File: src/rtl/calc_pkg.sv
// Shared opcode encodings and FSM state type for the sequential calculator ALU.
package calc_pkg;

  localparam logic [1:0] OP_ADD = 2'b00;
  localparam logic [1:0] OP_SUB = 2'b01;
  localparam logic [1:0] OP_MUL = 2'b10;
  localparam logic [1:0] OP_DIV = 2'b11;

  typedef enum logic [1:0] {
    IDLE = 2'd0,
    BUSY = 2'd1,
    DONE = 2'd2
  } state_e;

endpackage

File: src/rtl/alu_muldiv_iter.sv
// Unsigned magnitude engine: shift-add multiply / restoring divide, one bit per cycle.
// prod/quot/rem show the value after the current iteration, so the caller can register them on last.
module alu_muldiv_iter #(
  parameter int WIDTH = 8
) (
  input  logic                 clk,
  input  logic                 rst_n,
  input  logic                 start,
  input  logic                 op,
  input  logic [WIDTH-1:0]     mag_a,
  input  logic [WIDTH-1:0]     mag_b,
  output logic                 busy,
  output logic                 last,
  output logic [2*WIDTH-1:0]   prod,
  output logic [WIDTH-1:0]     quot,
  output logic [WIDTH-1:0]     rem
);

  localparam int CW = $clog2(WIDTH);

  logic               busy_q, busy_d;
  logic               op_q, op_d;
  logic [CW-1:0]      cnt_q, cnt_d;
  logic [2*WIDTH-1:0] mcand_q, mcand_d;
  logic [WIDTH-1:0]   mplier_q, mplier_d;
  logic [2*WIDTH-1:0] acc_q, acc_d;
  logic [WIDTH:0]     r_shift;
  logic [WIDTH:0]     r_sub;

  // op=0 multiply: mcand = shifted multiplicand, mplier = multiplier, acc = product.
  // op=1 divide:   mcand[W-1:0] = divisor, mplier = dividend shifting into quotient, acc = remainder.
  assign r_shift = {acc_q[WIDTH-1:0], mplier_q[WIDTH-1]};
  assign r_sub   = r_shift - {1'b0, mcand_q[WIDTH-1:0]};
  assign last    = busy_q && (cnt_q == CW'(WIDTH - 1));

  always_comb begin
    busy_d   = busy_q;
    op_d     = op_q;
    cnt_d    = cnt_q;
    mcand_d  = mcand_q;
    mplier_d = mplier_q;
    acc_d    = acc_q;
    if (start) begin
      busy_d   = 1'b1;
      op_d     = op;
      cnt_d    = '0;
      acc_d    = '0;
      mcand_d  = op ? {{WIDTH{1'b0}}, mag_b} : {{WIDTH{1'b0}}, mag_a};
      mplier_d = op ? mag_a : mag_b;
    end else if (busy_q) begin
      if (!op_q) begin
        acc_d    = acc_q + (mplier_q[0] ? mcand_q : '0);
        mcand_d  = mcand_q << 1;
        mplier_d = mplier_q >> 1;
      end else if (!r_sub[WIDTH]) begin
        acc_d    = {{WIDTH{1'b0}}, r_sub[WIDTH-1:0]};
        mplier_d = {mplier_q[WIDTH-2:0], 1'b1};
      end else begin
        acc_d    = {{WIDTH{1'b0}}, r_shift[WIDTH-1:0]};
        mplier_d = {mplier_q[WIDTH-2:0], 1'b0};
      end
      if (last) begin
        busy_d = 1'b0;
        cnt_d  = '0;
      end else begin
        cnt_d = cnt_q + 1'b1;
      end
    end
  end

  always_ff @(posedge clk or negedge rst_n) begin
    if (!rst_n) begin
      busy_q   <= 1'b0;
      op_q     <= 1'b0;
      cnt_q    <= '0;
      mcand_q  <= '0;
      mplier_q <= '0;
      acc_q    <= '0;
    end else begin
      busy_q   <= busy_d;
      op_q     <= op_d;
      cnt_q    <= cnt_d;
      mcand_q  <= mcand_d;
      mplier_q <= mplier_d;
      acc_q    <= acc_d;
    end
  end

  assign busy = busy_q;
  assign prod = acc_d;
  assign quot = mplier_d;
  assign rem  = acc_d[WIDTH-1:0];

endmodule

File: src/rtl/calc_alu_seq.sv
// Handshaked signed add/sub/mul/div; add/sub/div-by-zero complete next cycle, mul/div after WIDTH iterations.
// Sign handling, FSM and registered outputs live here; the magnitude engine is alu_muldiv_iter.
module calc_alu_seq
  import calc_pkg::*;
#(
  parameter int WIDTH = 8
) (
  input  logic                 clk,
  input  logic                 rst_n,
  input  logic                 in_valid,
  output logic                 in_ready,
  input  logic [1:0]           opcode,
  input  logic [WIDTH-1:0]     data_a,
  input  logic [WIDTH-1:0]     data_b,
  output logic                 out_valid,
  input  logic                 out_ready,
  output logic [2*WIDTH-1:0]   result,
  output logic                 err,
  output logic                 ovf
);

  state_e             state_q, state_d;
  logic [1:0]         op_q, op_d;
  logic               neg_q, neg_d;
  logic               sign_a_q, sign_a_d;
  logic [2*WIDTH-1:0] result_q, result_d;
  logic               err_q, err_d;
  logic               ovf_q, ovf_d;

  logic               accept;
  logic               start;
  logic [WIDTH-1:0]   mag_a, mag_b;
  logic [2*WIDTH-1:0] sext_a, sext_b;
  logic               eng_busy, eng_last;
  logic [2*WIDTH-1:0] eng_prod;
  logic [WIDTH-1:0]   eng_quot, eng_rem;
  logic [WIDTH-1:0]   quot_s, rem_s;

  assign accept = in_valid && (state_q == IDLE);
  assign start  = accept && ((opcode == OP_MUL) || ((opcode == OP_DIV) && (data_b != '0)));
  // Magnitude of -2^(W-1) wraps to 2^(W-1), which is still correct read as unsigned.
  assign mag_a  = data_a[WIDTH-1] ? -data_a : data_a;
  assign mag_b  = data_b[WIDTH-1] ? -data_b : data_b;
  assign sext_a = {{WIDTH{data_a[WIDTH-1]}}, data_a};
  assign sext_b = {{WIDTH{data_b[WIDTH-1]}}, data_b};

  alu_muldiv_iter #(.WIDTH(WIDTH)) u_iter (
    .clk   (clk),
    .rst_n (rst_n),
    .start (start),
    .op    (opcode[0]),
    .mag_a (mag_a),
    .mag_b (mag_b),
    .busy  (eng_busy),
    .last  (eng_last),
    .prod  (eng_prod),
    .quot  (eng_quot),
    .rem   (eng_rem)
  );

  assign quot_s = neg_q ? -eng_quot : eng_quot;
  assign rem_s  = sign_a_q ? -eng_rem : eng_rem;

  always_comb begin
    state_d  = state_q;
    op_d     = op_q;
    neg_d    = neg_q;
    sign_a_d = sign_a_q;
    result_d = result_q;
    err_d    = err_q;
    ovf_d    = ovf_q;
    case (state_q)
      IDLE: begin
        if (accept) begin
          op_d     = opcode;
          neg_d    = data_a[WIDTH-1] ^ data_b[WIDTH-1];
          sign_a_d = data_a[WIDTH-1];
          state_d  = BUSY;
          if (opcode == OP_ADD || opcode == OP_SUB) begin
            result_d = (opcode == OP_ADD) ? sext_a + sext_b : sext_a - sext_b;
            err_d    = 1'b0;
            ovf_d    = 1'b0;
            state_d  = DONE;
          end else if (opcode == OP_DIV && data_b == '0) begin
            result_d = '0;
            err_d    = 1'b1;
            ovf_d    = 1'b0;
            state_d  = DONE;
          end
        end
      end
      BUSY: begin
        if (eng_last) begin
          state_d = DONE;
          err_d   = 1'b0;
          if (op_q == OP_MUL) begin
            result_d = neg_q ? -eng_prod : eng_prod;
            ovf_d    = 1'b0;
          end else begin
            result_d = {rem_s, quot_s};
            // A positive quotient of magnitude 2^(W-1) only arises from -2^(W-1) / -1.
            ovf_d    = !neg_q && eng_quot[WIDTH-1];
          end
        end
      end
      DONE: begin
        if (out_ready) state_d = IDLE;
      end
      default: state_d = IDLE;
    endcase
  end

  always_ff @(posedge clk or negedge rst_n) begin
    if (!rst_n) begin
      state_q  <= IDLE;
      op_q     <= OP_ADD;
      neg_q    <= 1'b0;
      sign_a_q <= 1'b0;
      result_q <= '0;
      err_q    <= 1'b0;
      ovf_q    <= 1'b0;
    end else begin
      state_q  <= state_d;
      op_q     <= op_d;
      neg_q    <= neg_d;
      sign_a_q <= sign_a_d;
      result_q <= result_d;
      err_q    <= err_d;
      ovf_q    <= ovf_d;
    end
  end

  assign in_ready  = (state_q == IDLE);
  assign out_valid = (state_q == DONE);
  assign result    = result_q;
  assign err       = err_q;
  assign ovf       = ovf_q;

endmodule
File: config.mk
export PLATFORM = sky130hd
export DESIGN_NAME = calc_alu_seq
export DESIGN_NICKNAME = d
export VERILOG_FILES = /design/src/rtl/calc_pkg.sv /design/src/rtl/alu_muldiv_iter.sv /design/src/rtl/calc_alu_seq.sv
export SDC_FILE = /design/constraint.sdc
export NUM_CORES = 1
export LEC_CHECK = 0
export CAP_MARGIN = 15
export CELL_PAD_IN_SITES_DETAIL_PLACEMENT = 1
export CELL_PAD_IN_SITES_GLOBAL_PLACEMENT = 2
export CORE_MARGIN = 2
export CORE_UTILIZATION = 37
export CTS_BUF_LIST = sky130_fd_sc_hd__clkbuf_2
export CTS_CLUSTER_DIAMETER = 30
export DETAILED_ROUTE_END_ITERATION = 8
export PLACE_DENSITY = 0.86
export SLEW_MARGIN = 10
export SYNTH_ARGS = -nofsm -noshare
export SYNTH_HDL_FRONTEND = slang
export SYNTH_SLANG_ARGS = --single-unit
File: constraint.sdc
create_clock -name clk -period 4.8 [get_ports clk]
set_input_delay 0.96 -clock clk [delete_from_list [all_inputs] [get_ports clk]]
set_output_delay 0.96 -clock clk [all_outputs]
set_load 0.01 [all_outputs]
# --- After elaboration in Yosys (flattened, before gate mapping) ---
# Index checks and enable logic that the tools add are counted.
op_classes:
  addsub: 10
  n_eq_ne: 12
  mux: 49
  n_bitwise: 1
  n_reduce_logical: 19
op_table:
  columns: ["op", "count"]
  rows:
  - ["two-way mux 16 bit", 14]
  - ["two-way mux 8 bit", 10]
  - ["negation 8 bit", 4]
  - ["case mux 16 bit (2 select lines)", 1]
  - ["adder 16 bit", 1]
  - ["negation 16 bit", 1]
  - ["two-way mux 1 bit", 13]
  - ["two-way mux 2 bit", 5]
  - ["adder 8 x 8 -> 9 bit", 1]
  - ["two-way mux 3 bit", 3]
  - ["subtractor 8 x 8 -> 9 bit", 1]
  - ["subtractor 9 x 8 -> 9 bit", 1]
  - ["equality test 2 bit, second input constant", 4]
  - ["logical NOT 8 bit", 1]
  - ["nonzero test 8 bit", 1]
  - ["logical AND 1 bit", 6]
  - ["case mux 2 bit (3 select lines)", 1]
  - ["equality test 2 x 1 -> 1 bit, second input constant", 2]
  - ["logical NOT 2 bit", 2]
  - ["inequality test 2 x 1 -> 1 bit, second input constant", 2]
  - ["inequality test 2 bit, second input constant", 2]
  - ["case mux 1 bit (2 select lines)", 2]
  - ["AND reduction 2 bit", 2]
  - ["AND reduction 4 bit", 1]
  - ["8 further kinds", 10]
totals:
  reg_bits: 69
  input_bits: 22
  wordCells: 104

# --- Logic depth before layout (Yosys ltp) ---
# Gate-level depths: netlist of run 1.
logic_depth:
  depth_word: 10
  ltp_mapped: 17
  ltp_nobuf: 16

# --- By module ---
# A second synthesis of run 1 with hierarchy kept.
hier_totals:
  hier_cells: 750
  area_unflattened_um2: 6195.9
modules_own_cells:
  columns: ["module", "instances", "cells_per_inst", "area_each_um2"]
  rows:
  - ["alu_muldiv_iter", 1, 427, 3603.5]
  - ["calc_alu_seq", 1, 323, 2592.5]

# --- Worst setup path before layout of run 1 ---
# OpenSTA, ideal clock, no wires.
synth_path:
  path_type: "input to register"
  start: "input data_b[0]"
  end: "register result_q[12], in the netlist result[12]"
  setup_time_ps: 82
  arrival_time_ps: 3989
  required_ps: 4718
  path_slack_ps: 729
  cell_stages: 14
  n_path_buf: 3
  cell_sequence: "inv_1 -> ha_1 -> or3b_2 -> clkbuf_1 -> o311a_1 -> buf_2 -> a221o_1 -> a211o_1 -> ha_1 -> or4b_4 -> or4_1 -> buf_2 -> or4_1 -> a31oi_1"
synth_between:
  elab_chain_len: 10
  elab_cells_between_ends: 21
  classes_between: "add/sub: 4; eq/ne: 1; mux: 9; reduce/logical: 7"
synth_lines:
  columns: ["element", "line_no", "source"]
  rows:
  - ["start, declared", "calc_alu_seq.sv:14", "input logic [WIDTH-1:0] data_b,"]
  - ["nonzero test 8 bit", "calc_alu_seq.sv:40", "assign start = accept && ((opcode == OP_MUL) || ((opcode == OP_DIV) && (data_b != '0)));"]
  - ["logical AND 1 bit", "calc_alu_seq.sv:40", null]
  - ["logical OR 1 bit", "calc_alu_seq.sv:40", null]
  - ["logical AND 1 bit", "calc_alu_seq.sv:40", null]
  - ["two-way mux 16 bit", "alu_muldiv_iter.sv:43", "if (start) begin"]
  - ["negation 16 bit or negation 8 bit (tied branches)", "calc_alu_seq.sv:97, calc_alu_seq.sv:62", null]
  - ["two-way mux 16 bit or two-way mux 8 bit (tied branches)", "calc_alu_seq.sv:97, calc_alu_seq.sv:62", null]
  - ["two-way mux 16 bit", "calc_alu_seq.sv:96", "if (op_q == OP_MUL) begin"]
  - ["two-way mux 16 bit", "calc_alu_seq.sv:93", "if (eng_last) begin"]
  - ["case mux 16 bit (2 select lines)", "calc_alu_seq.sv:72", "case (state_q)"]
  - ["end signal, assigned", "calc_alu_seq.sv:127", "result_q <= result_d;"]
  - ["end, declared", "calc_alu_seq.sv:26", "logic [2*WIDTH-1:0] result_q, result_d;"]
# Several ways; a longest one is shown, not always the timed one. The select of a mux whose other input is x is not followed.
# A chain may end at the register's enable or synchronous reset.

# --- Worst setup path in the final report of run 1 ---
layout_path:
  start: "register u_iter.mplier_q[7]"
  end: "register result_q[12], in the netlist result[12]"
layout_between:
  elab_chain_len: 10
  elab_cells_between_ends: 12
  classes_between: "add/sub: 3; mux: 9"
layout_lines:
  columns: ["element", "line_no", "source"]
  rows:
  - ["start, declared", "alu_muldiv_iter.sv:25", "logic [WIDTH-1:0] mplier_q, mplier_d;"]
  - ["start signal, assigned", "alu_muldiv_iter.sv:84", "mplier_q <= mplier_d;"]
  - ["subtractor 9 x 8 -> 9 bit", "alu_muldiv_iter.sv:33", "assign r_sub = r_shift - {1'b0, mcand_q[WIDTH-1:0]};"]
  - ["two-way mux 8 bit (*)", "alu_muldiv_iter.sv:55", "end else if (!r_sub[WIDTH]) begin"]
  - ["two-way mux 16 bit (*)", "alu_muldiv_iter.sv:51", "if (!op_q) begin"]
  - ["two-way mux 16 bit (*)", "alu_muldiv_iter.sv:50", "end else if (busy_q) begin"]
  - ["two-way mux 16 bit (*)", "alu_muldiv_iter.sv:43", null]
  - ["negation 16 bit or negation 8 bit (tied branches)", "calc_alu_seq.sv:97, calc_alu_seq.sv:62", null]
  - ["two-way mux 16 bit or two-way mux 8 bit (tied branches)", "calc_alu_seq.sv:97, calc_alu_seq.sv:62", null]
  - ["two-way mux 16 bit (*)", "calc_alu_seq.sv:96", null]
  - ["two-way mux 16 bit (*)", "calc_alu_seq.sv:93", null]
  - ["case mux 16 bit (2 select lines) (*)", "calc_alu_seq.sv:72", null]
# Mark *: on every way between the ends. The rest lies on a longest branch, timed or not. The select of a mux whose other input is x is not followed.

==> impl_metrics.csv, run 1 <==
group,metric,value,unit
timing,fin_crit,4.57,ns
cells_and_area,multiInputGateArea,0.00425,mm2
detailed_routing,drt-initial-drc-count,410,
pwr,power_frac_seq,21.2,%
synthesis,synth_seq_area_share,27.5,%
place,gp_congestion,0.924,
critical_path,worstPathRequired,5.30,ns
synthesis,yosysTopAreaCell,"dfrtp_1",
place,hpwl,16700,um
die,ios,42,
timing,rsz0062_at_grt,"no",
cells_and_area,seqCellArea,0.00173,mm2
detailed_routing,wl_per_cell,20.5,um
critical_path,path_class,"flop to flop",
pwr,vdd_drop_max,0.289,mV
clocking,cts_max_level,3,
cells_and_area,final_common_cell,"nand2_1",
synthesis,synth_edf_count,0,
global_routing,grt_max_degree,70,
clocking,clock_latency,0.56,ns
global_routing,grt_use_total,24.8,%
outcome,status,"completed",
synthesis,synth_top_family_by_area,"compound AO/OA/AOI/OAI gates",
synthesis,syn_area,0.00627,mm2
synthesis,syn-num-nets,849,
synthesis,synthMuxAreaShare,4.01,%
synthesis,ys_types,82,
global_routing,grt_antenna_before_repair,0,
hold_path,worstHoldPathType,"input pin to async pin",
critical_path,start_kind,"flop",
cells_and_area,fill_cells,2052,
global_routing,grt_pass1_wl,35200,um
synthesis,synthAdderAreaFrac,8.54,%
job,drv_cap,0,
place,dp_cells,1036,
critical_path,cp_max_fo,7,
global_routing,first_global_vias,6432,
global_routing,grt.met2_usage,39.4,%
cells_and_area,num_antenna_cells,0,
cells_and_area,final_cell_mix,"nand2_1 (87), nor2_1 (72), dfrtp_1 (69)",
clocking,cts-root-buf,"clkbuf_2",
die,start_util,37.8,%
pwr,sw_frac_of_total,53.3,%
synthesis,synth_area_per_cell,7.98,um2
detailed_routing,dr.pass1.iters,4,
cells_and_area,drive_gt1_share,10.6,%
pwr,power.leakage,3.05,nW
pwr,p_sw,0.00302,W
timing,drv_slew,0,
global_routing,grt_use_met3,3.93,%
timing,post-route-period-util,95.3,%
clocking,numCtsBuffers,9,
die,die_h,134,um
detailed_routing,viasPerCell,5.89,
cells_and_area,syn_to_final_growth,14.6,%
pwr,clockPowerShare,6.0,%
synthesis,synth_simple_gate_area_share,22.3,%
synthesis,synthXorXnorAreaFrac,6.70,%
timing,fmax,219,MHz
timing,finalHoldViolCount,0,
detailed_routing,vias,6196,
place,portBuffers,41,
die,row_count,47,
detailed_routing,drc,0,
global_routing,gr-total-overflow,0,
timing,tns,0,ns
global_routing,grt_busiest_layer,"met2",
synthesis,synth_compound_area_share,25.8,%
die,die-area,0.0180,mm2
timing,hold_ws,0.477,ns
synthesis,synth_top_area_share,27.5,%
cells_and_area,finalNonFillerCells,1052,
synthesis,async_flop_share,100,%
detailed_routing,drt_wl_total,21600,um
synthesis,synthFlopType,"dfrtp_1",
clocking,cts_buffer_depth,2,
clocking,cts_tree,"done",
detailed_routing,ant_nets,0,
critical_path,arrival,5.08,ns
synthesis,yosys_register_bits,69,
timing,tightest_slew,0.976,ns
timing,skew,0.0297,ns
pwr,powerDensity,787,mW/mm2
clocking,cts_sinks,69,
clocking,clk_pin_slew,0.21,ns
synthesis,netlist_top_cells_area,"dfrtp_1 (28%), ha_1 (7.6%), nand2_1 (5.2%)",
timing,setup_viol,0,
global_routing,grtUsageMet1,34.8,%
timing,worst_slew_margin_rel,34.9,%
critical_path,crit_path_end_kind,"flop",
cells_and_area,nNetsFinal,891,
die,coreArea,0.0166,mm2
synthesis,yosysWarningCount,0,
synthesis,netlist_instances,786,
pwr,power_frac_comb,72.8,%
pwr,intPower,0.00264,W
die,die_width,134,um
-- synth_stat cells, drive strengths merged (15+ instances only) --
cell    number
nand2       88
nor2        73
dfrtp       69
a21oi       59
o21ai       59
ha          38
clkbuf      37
inv         37
xnor2       32
and2        19
xor2        16
a211oi      15
mux2i       15
-- layer usage --
metal	part of all wire (%)	wire (um)	up-vias
li1	-	-	2945
met1	48	10400	3086
met2	46	9820	136
met3	4.4	955	29
met4	1.9	414	0
met5	0	0	-
-- path summary, 6_finish.rpt --
check | start | endpoint | slack (ns) | cells after the start
max | u_iter.mplier_q[7] | result[12] | 0.23 | 14
min | rst_n | u_iter.mcand_q[11] | 0.48 | 1
max reg2reg | u_iter.mplier_q[7] | result[12] | 0.23 | 14
min reg2reg | result[0] | result[0] | 0.52 | 2
max in group asynchronous | rst_n | op_q[0] | 3.68 | 1
min in group clk | result[0] | result[0] | 0.52 | 2
-- metrics by stage --
step | instance area [um2] | setup slack (ns) | power [W] | util (%)
floorplan | 6270 | 0.729 | 0.00379 | -
global placement | 7060 | 0.122 | 0.00510 | 42.6
detailed placement | 7060 | 0.0841 | 0.00522 | 42.6
CTS | 7160 | 0.131 | 0.00560 | 43.2
global route | 7190 | 0.0295 | 0.00614 | 43.3
finish | 7190 | 0.225 | 0.00565 | 43.3
-- cell type report --
| class | count | share of cell area [%] |
|---|---|---|
| multi-input cells | 634 | 59.1 |
| flip-flops and latches | 69 | 24.0 |
| repair buffers | 76 | 9.65 |
| well taps | 220 | 3.83 |
| inverters | 38 | 1.99 |
| clock inverters | 5 | 0.731 |
| clock buffers | 10 | 0.697 |
-- state kept, by name (all words and copies together) (netlist names), 2 cells and up --
register,flops
u_iter.acc_q,16
u_iter.mcand_q,16
op_q,2
result,16
u_iter.mplier_q,8
u_iter.cnt_q,3
state_q,2
-- critical path, cell delays in order (launching register included) --
cell       delay [ns]
dfrtp_1          0.44
inv_1            0.08
ha_1             0.22
fa_1             0.40
nand2b_1         0.21
a21oi_4          0.26
a2111oi_1        0.16
clkbuf_2         0.20
nor4b_2          0.33
a211o_1          0.22
ha_1             0.26
or4b_4           0.51
or4_1            0.55
or4_1            0.50
a31oi_1          0.15
-- cell families (layout without fill, tap and decap cells) --
logic type / Yosys count / after routing
and+or+nand+nor: 280 / 280
AOI/OAI and AO/OA: 242 / 242
buffers and inverters: 83 / 129
DFF: 69 / 69
xor gates and xnor gates: 48 / 48
adders and majority gates: 41 / 41
muxes: 23 / 23
-- power by group through the flow --
stage / combinational, W / clock, W / sequential (W)
finish: 0.00411 / 0.000340 / 0.00120
global route: 0.00453 / 0.000375 / 0.00124
CTS: 0.00406 / 0.000353 / 0.00119
detailed placement: 0.00402 / 0 / 0.00120
global placement: 0.00391 / 0 / 0.00119
floorplan: 0.00274 / 0 / 0.00105
-- repair_timing --
item | in CTS | in global routing
setup buffers | 0 | 0
hold buffers | 0 | 0
gates resized for setup | 0 | 3
setup endpoints to repair | 0 | 4
Note: power is estimated with default switching activity, not from simulation.
==> inputs of run 2 (changes only) <==
--- a/config.mk
+++ b/config.mk
@@ -13,6 +13,7 @@
 export CTS_BUF_LIST = sky130_fd_sc_hd__clkbuf_2
 export CTS_CLUSTER_DIAMETER = 30
 export DETAILED_ROUTE_END_ITERATION = 8
+export HOLD_SLACK_MARGIN = 0.08
 export PLACE_DENSITY = 0.86
 export SLEW_MARGIN = 10
 export SYNTH_ARGS = -nofsm -noshare
==> results of run 2 <==
Final layout, timing and power as in run 1 (identical DEF).
